File: config.mk
export PLATFORM = sky130hd
export DESIGN_NAME = program_loader
export DESIGN_NICKNAME = d
export VERILOG_FILES = /design/src/rtl/program_loader.sv
export SDC_FILE = /design/constraint.sdc
export NUM_CORES = 1
export LEC_CHECK = 0
export ABC_CLOCK_PERIOD_IN_PS = 1700
export CAP_MARGIN = 20
export CORE_ASPECT_RATIO = 0.9
export CORE_UTILIZATION = 30
export CTS_CLUSTER_DIAMETER = 120
export DETAILED_ROUTE_END_ITERATION = 10
export GPL_ROUTABILITY_DRIVEN = 0
export MAX_ROUTING_LAYER = met4
export PLACE_DENSITY = 0.78
export RECOVER_POWER = 50
export SETUP_SLACK_MARGIN = 0.05
export SLEW_MARGIN = 30
export SYNTH_ARGS = -nofsm -noshare
export SYNTH_HDL_FRONTEND = slang
export SYNTH_SLANG_ARGS = --single-unit
File: constraint.sdc
create_clock -name clk -period 1.7 [get_ports clk]
set_input_delay 0.51 -clock clk [delete_from_list [all_inputs] [get_ports clk]]
set_output_delay 0.51 -clock clk [all_outputs]
set_load 0.02 [all_outputs]
File: src/rtl/program_loader.sv
// ---------------------------------------------------------------------------
// program_loader
// Upstream feeder for the CPU control sequencer's programming path. On a
// prog_req strap it arms, enters programming mode on the next instruction
// cycle boundary (ready), drives ui_in onto the bus whenever the sequencer
// asks for a word, counts completed RAM writes and, once WORD_COUNT words
// are written, waits for the next boundary before releasing the CPU.
//
// Optional feature macro: PROG_LOADER_CHECKSUM_EN
//   defined   -> checksum is a running modulo-2^DATA_WIDTH sum of the loaded
//                words, held from DRAIN onward
//   undefined -> no accumulator exists, checksum is tied to zero
// ---------------------------------------------------------------------------
module program_loader #(
   parameter int WORD_COUNT = 16,
   parameter int DATA_WIDTH = 8,
   localparam int CW = $clog2(WORD_COUNT + 1)
) (
   input  logic                  clk,
   input  logic                  resetn,
   input  logic                  prog_req,
   input  logic                  ready,
   input  logic                  read_ui_in,
   input  logic                  done_load,
   input  logic [DATA_WIDTH-1:0] ui_in,
   output logic                  programming,
   output logic                  bus_drive,
   output logic [DATA_WIDTH-1:0] bus_out,
   output logic [CW-1:0]         word_count,
   output logic                  prog_done,
   output logic [DATA_WIDTH-1:0] checksum
);

   typedef enum logic [2:0] {
      ST_IDLE  = 3'd0,
      ST_ARM   = 3'd1,
      ST_LOAD  = 3'd2,
      ST_DRAIN = 3'd3,
      ST_RUN   = 3'd4
   } state_t;

   // Index of the final word; its RAM write completes the session.
   localparam logic [CW-1:0] LAST_IDX = CW'(WORD_COUNT - 1);

   state_t          state_r;
   logic            programming_r;
   logic            prog_done_r;
   logic [CW-1:0]   word_count_r;

   logic                  bus_drive_s;
   logic [DATA_WIDTH-1:0] bus_out_s;

   // Session FSM: mode entry/exit aligned to ready, word counting in LOAD.
   always_ff @(posedge clk) begin
      if (!resetn) begin
         state_r       <= ST_IDLE;
         programming_r <= 1'b0;
         prog_done_r   <= 1'b0;
         word_count_r  <= '0;
      end else begin
         case (state_r)
            ST_IDLE: begin
               if (prog_req) begin
                  state_r <= ST_ARM;
               end else begin
                  state_r <= ST_IDLE;
               end
            end
            ST_ARM: begin
               // ready wins over a dropped request: the boundary has arrived.
               if (ready) begin
                  state_r       <= ST_LOAD;
                  programming_r <= 1'b1;
               end else if (!prog_req) begin
                  state_r <= ST_IDLE;
               end else begin
                  state_r <= ST_ARM;
               end
            end
            ST_LOAD: begin
               if (done_load) begin
                  word_count_r <= word_count_r + CW'(1);
                  if (word_count_r == LAST_IDX) begin
                     state_r <= ST_DRAIN;
                  end else begin
                     state_r <= ST_LOAD;
                  end
               end else begin
                  state_r <= ST_LOAD;
               end
            end
            ST_DRAIN: begin
               // Release on a boundary so the next fetch starts cleanly at
               // the wrapped PC (address 0).
               if (ready) begin
                  state_r       <= ST_RUN;
                  programming_r <= 1'b0;
                  prog_done_r   <= 1'b1;
               end else begin
                  state_r <= ST_DRAIN;
               end
            end
            ST_RUN: begin
               state_r <= ST_RUN;
            end
            default: begin
               state_r       <= ST_IDLE;
               programming_r <= 1'b0;
               prog_done_r   <= 1'b0;
               word_count_r  <= '0;
            end
         endcase
      end
   end

`ifdef PROG_LOADER_CHECKSUM_EN
   logic [DATA_WIDTH-1:0] checksum_r;

   // Running sum of every word whose RAM write completes during LOAD.
   always_ff @(posedge clk) begin
      if (!resetn) begin
         checksum_r <= '0;
      end else if (state_r == ST_LOAD && done_load) begin
         checksum_r <= checksum_r + ui_in;
      end else begin
         checksum_r <= checksum_r;
      end
   end

   assign checksum = checksum_r;
`else
   assign checksum = '0;
`endif

   // Bus gating: zero-latency pass-through of ui_in only while loading.
   always_comb begin
      bus_drive_s = 1'b0;
      bus_out_s   = '0;
      if (state_r == ST_LOAD && read_ui_in) begin
         bus_drive_s = 1'b1;
         bus_out_s   = ui_in;
      end else begin
         bus_drive_s = 1'b0;
         bus_out_s   = '0;
      end
   end

   assign programming = programming_r;
   assign prog_done   = prog_done_r;
   assign word_count  = word_count_r;
   assign bus_drive   = bus_drive_s;
   assign bus_out     = bus_out_s;

endmodule
# [Word-level counts from Yosys, hierarchy flattened]
# Cells that the tools add are included.
# Widths: inputs -> output; s select.
[totals] ff_bits=10 in_bits=14 output_inout_bits=24 word_cells=38
[op_classes] add_sub_neg=1 eq_ne=8 mux=14 n_bitwise=3 reduce_logical=8
[ops] operator="$pmux 3 s5" count=1
[ops] operator="$pmux 5 s2" count=1
[ops] operator="$mux 3" count=3
[ops] operator="$mux 8" count=1
[ops] operator="$reduce_or 4->1" count=2
[ops] operator="$eq 3x2->1 const B" count=2
[ops] operator="$ne 2x2->1 const B" count=3
[ops] operator="$add 5x1->5 const B" count=1
[ops] operator="$eq 5x4->1 const B" count=1
[ops] operator="$mux 1" count=5
[ops] operator="$mux 5" count=1
[ops] operator="$reduce_and 2->1" count=2
[ops] operator="$eq 3x1->1 const B" count=1
[ops] operator="$eq 3x3->1 const B" count=1
[ops] operator="$logic_not 3->1" count=1
[ops] operator="$not 1->1" count=3
[ops] operator="$pmux 1 s3" count=1
[ops] operator="$reduce_and 3->1" count=1
[ops] operator="$reduce_or 3->1" count=1
[ops] operator="$pmux 1 s2" count=1
[ops] operator="$logic_and 1x1->1" count=1

# [Logic depth before layout (Yosys ltp)]
[depth] ltp_word=4 ltp_mapped=5

# [Least setup slack after synthesis]
# No wires, ideal clock.
[synth_path] kind="register -> output" startpoint="reg state_r[1]" endpoint="out bus_out[0]" arrival_ns=1.105 required_ns=1.190 setup_slack_ns=0.085 path_stages_with_launch=5 n_path_buf=2 cell_sequence="dfxtp_1 -> buf_4 -> nor3b_2 -> buf_2 -> and3_1"
[synth_via] elab_chain_len=3
[synth_rtl] item="start, declared" line_no="45" rtl="state_t state_r;"
[synth_rtl] item="start signal, assigned" line_no="56" rtl="state_r <= ST_IDLE;"
[synth_rtl] item="start signal, assigned" line_no="64" rtl="state_r <= ST_ARM;"
[synth_rtl] item="start signal, assigned" line_no="66" rtl="state_r <= ST_IDLE;"
[synth_rtl] item="$eq 3x2->1" line_no="139" rtl="if (state_r == ST_LOAD && read_ui_in) begin"
[synth_rtl] item="$logic_and 1x1->1" line_no="139"
[synth_rtl] item="$mux 8" line_no="139"
[synth_rtl] item="end, declared" line_no="28" rtl="output logic [DATA_WIDTH-1:0] bus_out,"
# Every way passes these cells.

# [Worst setup path in the final report]
[layout_path] startpoint="in ui_in[1]" endpoint="out bus_out[1]"
[layout_via] elab_chain_len=1
[layout_rtl] item="start, declared" line_no="25" rtl="input logic [DATA_WIDTH-1:0] ui_in,"
[layout_rtl] item="$mux 8" line_no="139"
# Every way passes these cells.

==> metrics.md <==
| Metric | Value |
|---|---|
| Status | finished with violations |
| Failing checks | negative setup slack |
| Largest net degree at the start of global routing | 12 |
| Starting DRT DRC Count | 4 |
| Routed wire length | 1680 um |
| Port-buffer cells | 29 |
| Vias | 655 |
| Setup Crit Path Kind | primary input to output port |
| Synth Instances | 75 |
| Synthesized area | 661 um^2 |
| Count of state elements after synthesis | 10 |
| R2R setup slack | 0.29 ns |
| Critical Path Fanout Max | 1 |
| Placed insts | 133 |
| Global route overflow | 0 |
| Syn avg cell area | 8.81 um^2 |
| Final hold viol count | 0 |
| Share of the synthesized area in the top cell type | 30.3% |
| Drt pass-1 iters | 4 |
| Slowest cell on crit path | clkdlybuf4s50_1 |
| RSZ-0062 raised after global routing | yes |
| Gr usage total | 15.1% |
| Final nets | 130 |
| Period utilization | 104% |
| Synth warn | 0 |
| Clk slew on worst S/H paths | 0.06 ns |
| Layout area overhead | 52.8% |
| DP HPWL | 1230 um |
| EDFF count, synth | 0 |
| Max clock buf depth | 2 |
| Synth top area cells | dfxtp_1 30%, buf_4 10%, and3_1 8.5%, ha_1 3.8%, buf_6 3.4% |
| Placed instance area | 981 um^2 |
| Finish-stage setup viols | 8 |
| Post-DR wirelength/cell | 12.2 um |
| Cell Pwr Density | 536 mW/mm^2 |
| Global-route wire length before repair | 2540 um |
| Clk_lat worst skew | 0.27 ns |
| Worst setup EP type | output port |
| Max VDD drop | 0.000488 V |
| Via/cell ratio | 4.78 |
| Storage cell area | 201 um^2 |
| Die X | 51.5 um |
| FFs w/ async S/R, synth | 0% |
| Fmax | 566 MHz |
| Row count | 15 |
| Crit-path leading delay family | buffers and inverters |
| Synth Flop Type | dfxtp_1 |
| Setup ws final | -0.0676 ns |
| Top-count cell post-synth | dfxtp_1 |
| Clock Tree Root | clkbuf_4 |
| Crit path largest cell delay | 0.46 ns |
| Vias in the first global route | 620 |
| Post-route insts no fill | 137 |
| P_leak | 0.513 nW |
| Slew Limit Fails | 0 |
| Multi-input gate area | 393 um^2 |
| Post-synthesis sequential area ratio | 30.3% |
| CP Cell Sequence | clkdlybuf4s50_1 -> and3_1 -> buf_6 |
| Antenna violations before repair | 0 |
| Drc violations | 0 |
| Worst endpoint required time | 1.19 ns |
| Total core area | 0.00199 mm^2 |
| Hold_buf cts | 0 |
| CTS sink cnt | 10 |
| Synth top cells by count | 10 x dfxtp_1, 9 x and3_1, 9 x buf_4, 6 x nor2_1, 5 x nand2_1 |
| Ports | 38 |
| Min Tclk post-route | 1.77 ns |
| H-tree depth | 1 |
| CP startpoint kind | primary input |
| Num CTS Buffers | 3 |
| HP Class | flop to flop |
| DIE AREA | 0.00239 mm^2 |
| Synth area leader | dfxtp_1 |
| Post-route design area | 0.00101 mm^2 |
| Synth cell types | 35 |
| # diodes | 0 |
| Fraction of layout cells with a size suffix above 1 | 24.1% |
| Maxcap violations | 0 |
| Worst path buffer plus inverter count | 2 |
| Setup Skew | 0.00599 ns |
| Fill count | 199 |
| Remaining antenna violation count | 0 |
| Initial Utilization | 33.2% |
| Critical Path AT | 1.26 ns |
| CTS tree | yes |
| Final core utilization | 50.8% |
| Die Span Y | 46.5 um |
==> routing by layer <==
layer | track usage (%) | routed length, um | vias up
li1 | - | - | 326
met1 | 13.6 | 682 | 287
met2 | 28.8 | 824 | 37
met3 | 3.96 | 137 | 5
met4 | 9.19 | 31 | 0
met5 | - | 0 | -
==> final cells by class <==
class | count | share of cell area, %
clock buffers | 3 | 2.23
inverters | 1 | 0.372
multi-input cells | 59 | 38.9
flip-flops and latches | 10 | 20.0
well taps | 25 | 3.10
repair buffers | 39 | 35.4
==> state kept, by name, summed over array words and instances, names as in the netlist <==
name	cells
word_count	5
programming	1
prog_done	1
state_r	3
==> cell families (layout without fill, tap and decap cells) <==
logic type | count (synthesis) | after routing | synth area share [%]
and+or+nand+nor | 33 | 33 | 29.2
buffers and inverters | 13 | 43 | 15.0
AOI/OAI and AO/OA | 12 | 12 | 15.3
DFF | 10 | 10 | 30.3
adders and majority gates | 2 | 2 | 3.79
xor gates and xnor gates | 2 | 2 | 2.65
muxes | 2 | 2 | 3.22
other | 1 | 8 | 0.568
==> worst min-delay path: cells and delay by family, from the launching register on <==
family / cells / cell delay (ns)
flops: 1 / 0.32
simple gates: 1 / 0.07
compound gates: 1 / 0.04
==> final timing paths <==
| check | start | endpoint | depth (start not counted) |
|---|---|---|---|
| worst max-delay path | ui_in[1] | bus_out[1] | 3 |
| worst min register to register | prog_done | prog_done | 2 |
| worst max register to register | word_count[0] | word_count[4] | 5 |
| worst min-delay path | prog_done | prog_done | 2 |
==> per-stage QoR <==
stage	power (W)	TNS, ns	setup WS [ns]	hold slack [ns]
2_1_floorplan	0.000335	0	0.0847	0.526
3_3_place_gp	0.000383	-6.21	-0.631	0.453
3_5_place_dp	0.000386	-6.66	-0.680	0.461
4_1_cts	0.000542	-0.208	-0.0669	0.470
5_1_grt	0.000570	-0.886	-0.114	0.516
6_report	0.000541	-0.177	-0.0676	0.461
==> placed cells by master, fill, tap and decap left out, types with 2 or more instances in the layout <==
cell              n
ha_1              2
xor2_1            2
clkdlybuf4s50_1   4
nand2_1           5
buf_4             9
and2_1            3
o21a_1            2
and3_1            9
conb_1            8
buf_6             9
dlygate4sd2_1    14
clkbuf_4          3
nor2_1            6
dfxtp_1           9
==> report_power, final <==
part | switching, W | total (W) | internal [W]
combinational | 0.0000722 | 0.000137 | 0.0000645
clock | 0.0000788 | 0.000161 | 0.0000817
sequential | 0.00000333 | 0.000244 | 0.000240
==> repair_timing <==
item                                    4_1_cts  5_1_grt
gates cloned                                  0        0
pin swaps                                     5        0
resized for setup                            69        2
endpoints found under the setup margin       16       12
setup buffers                                 0        1
No activity file was read; power rests on OpenSTA's default activity.
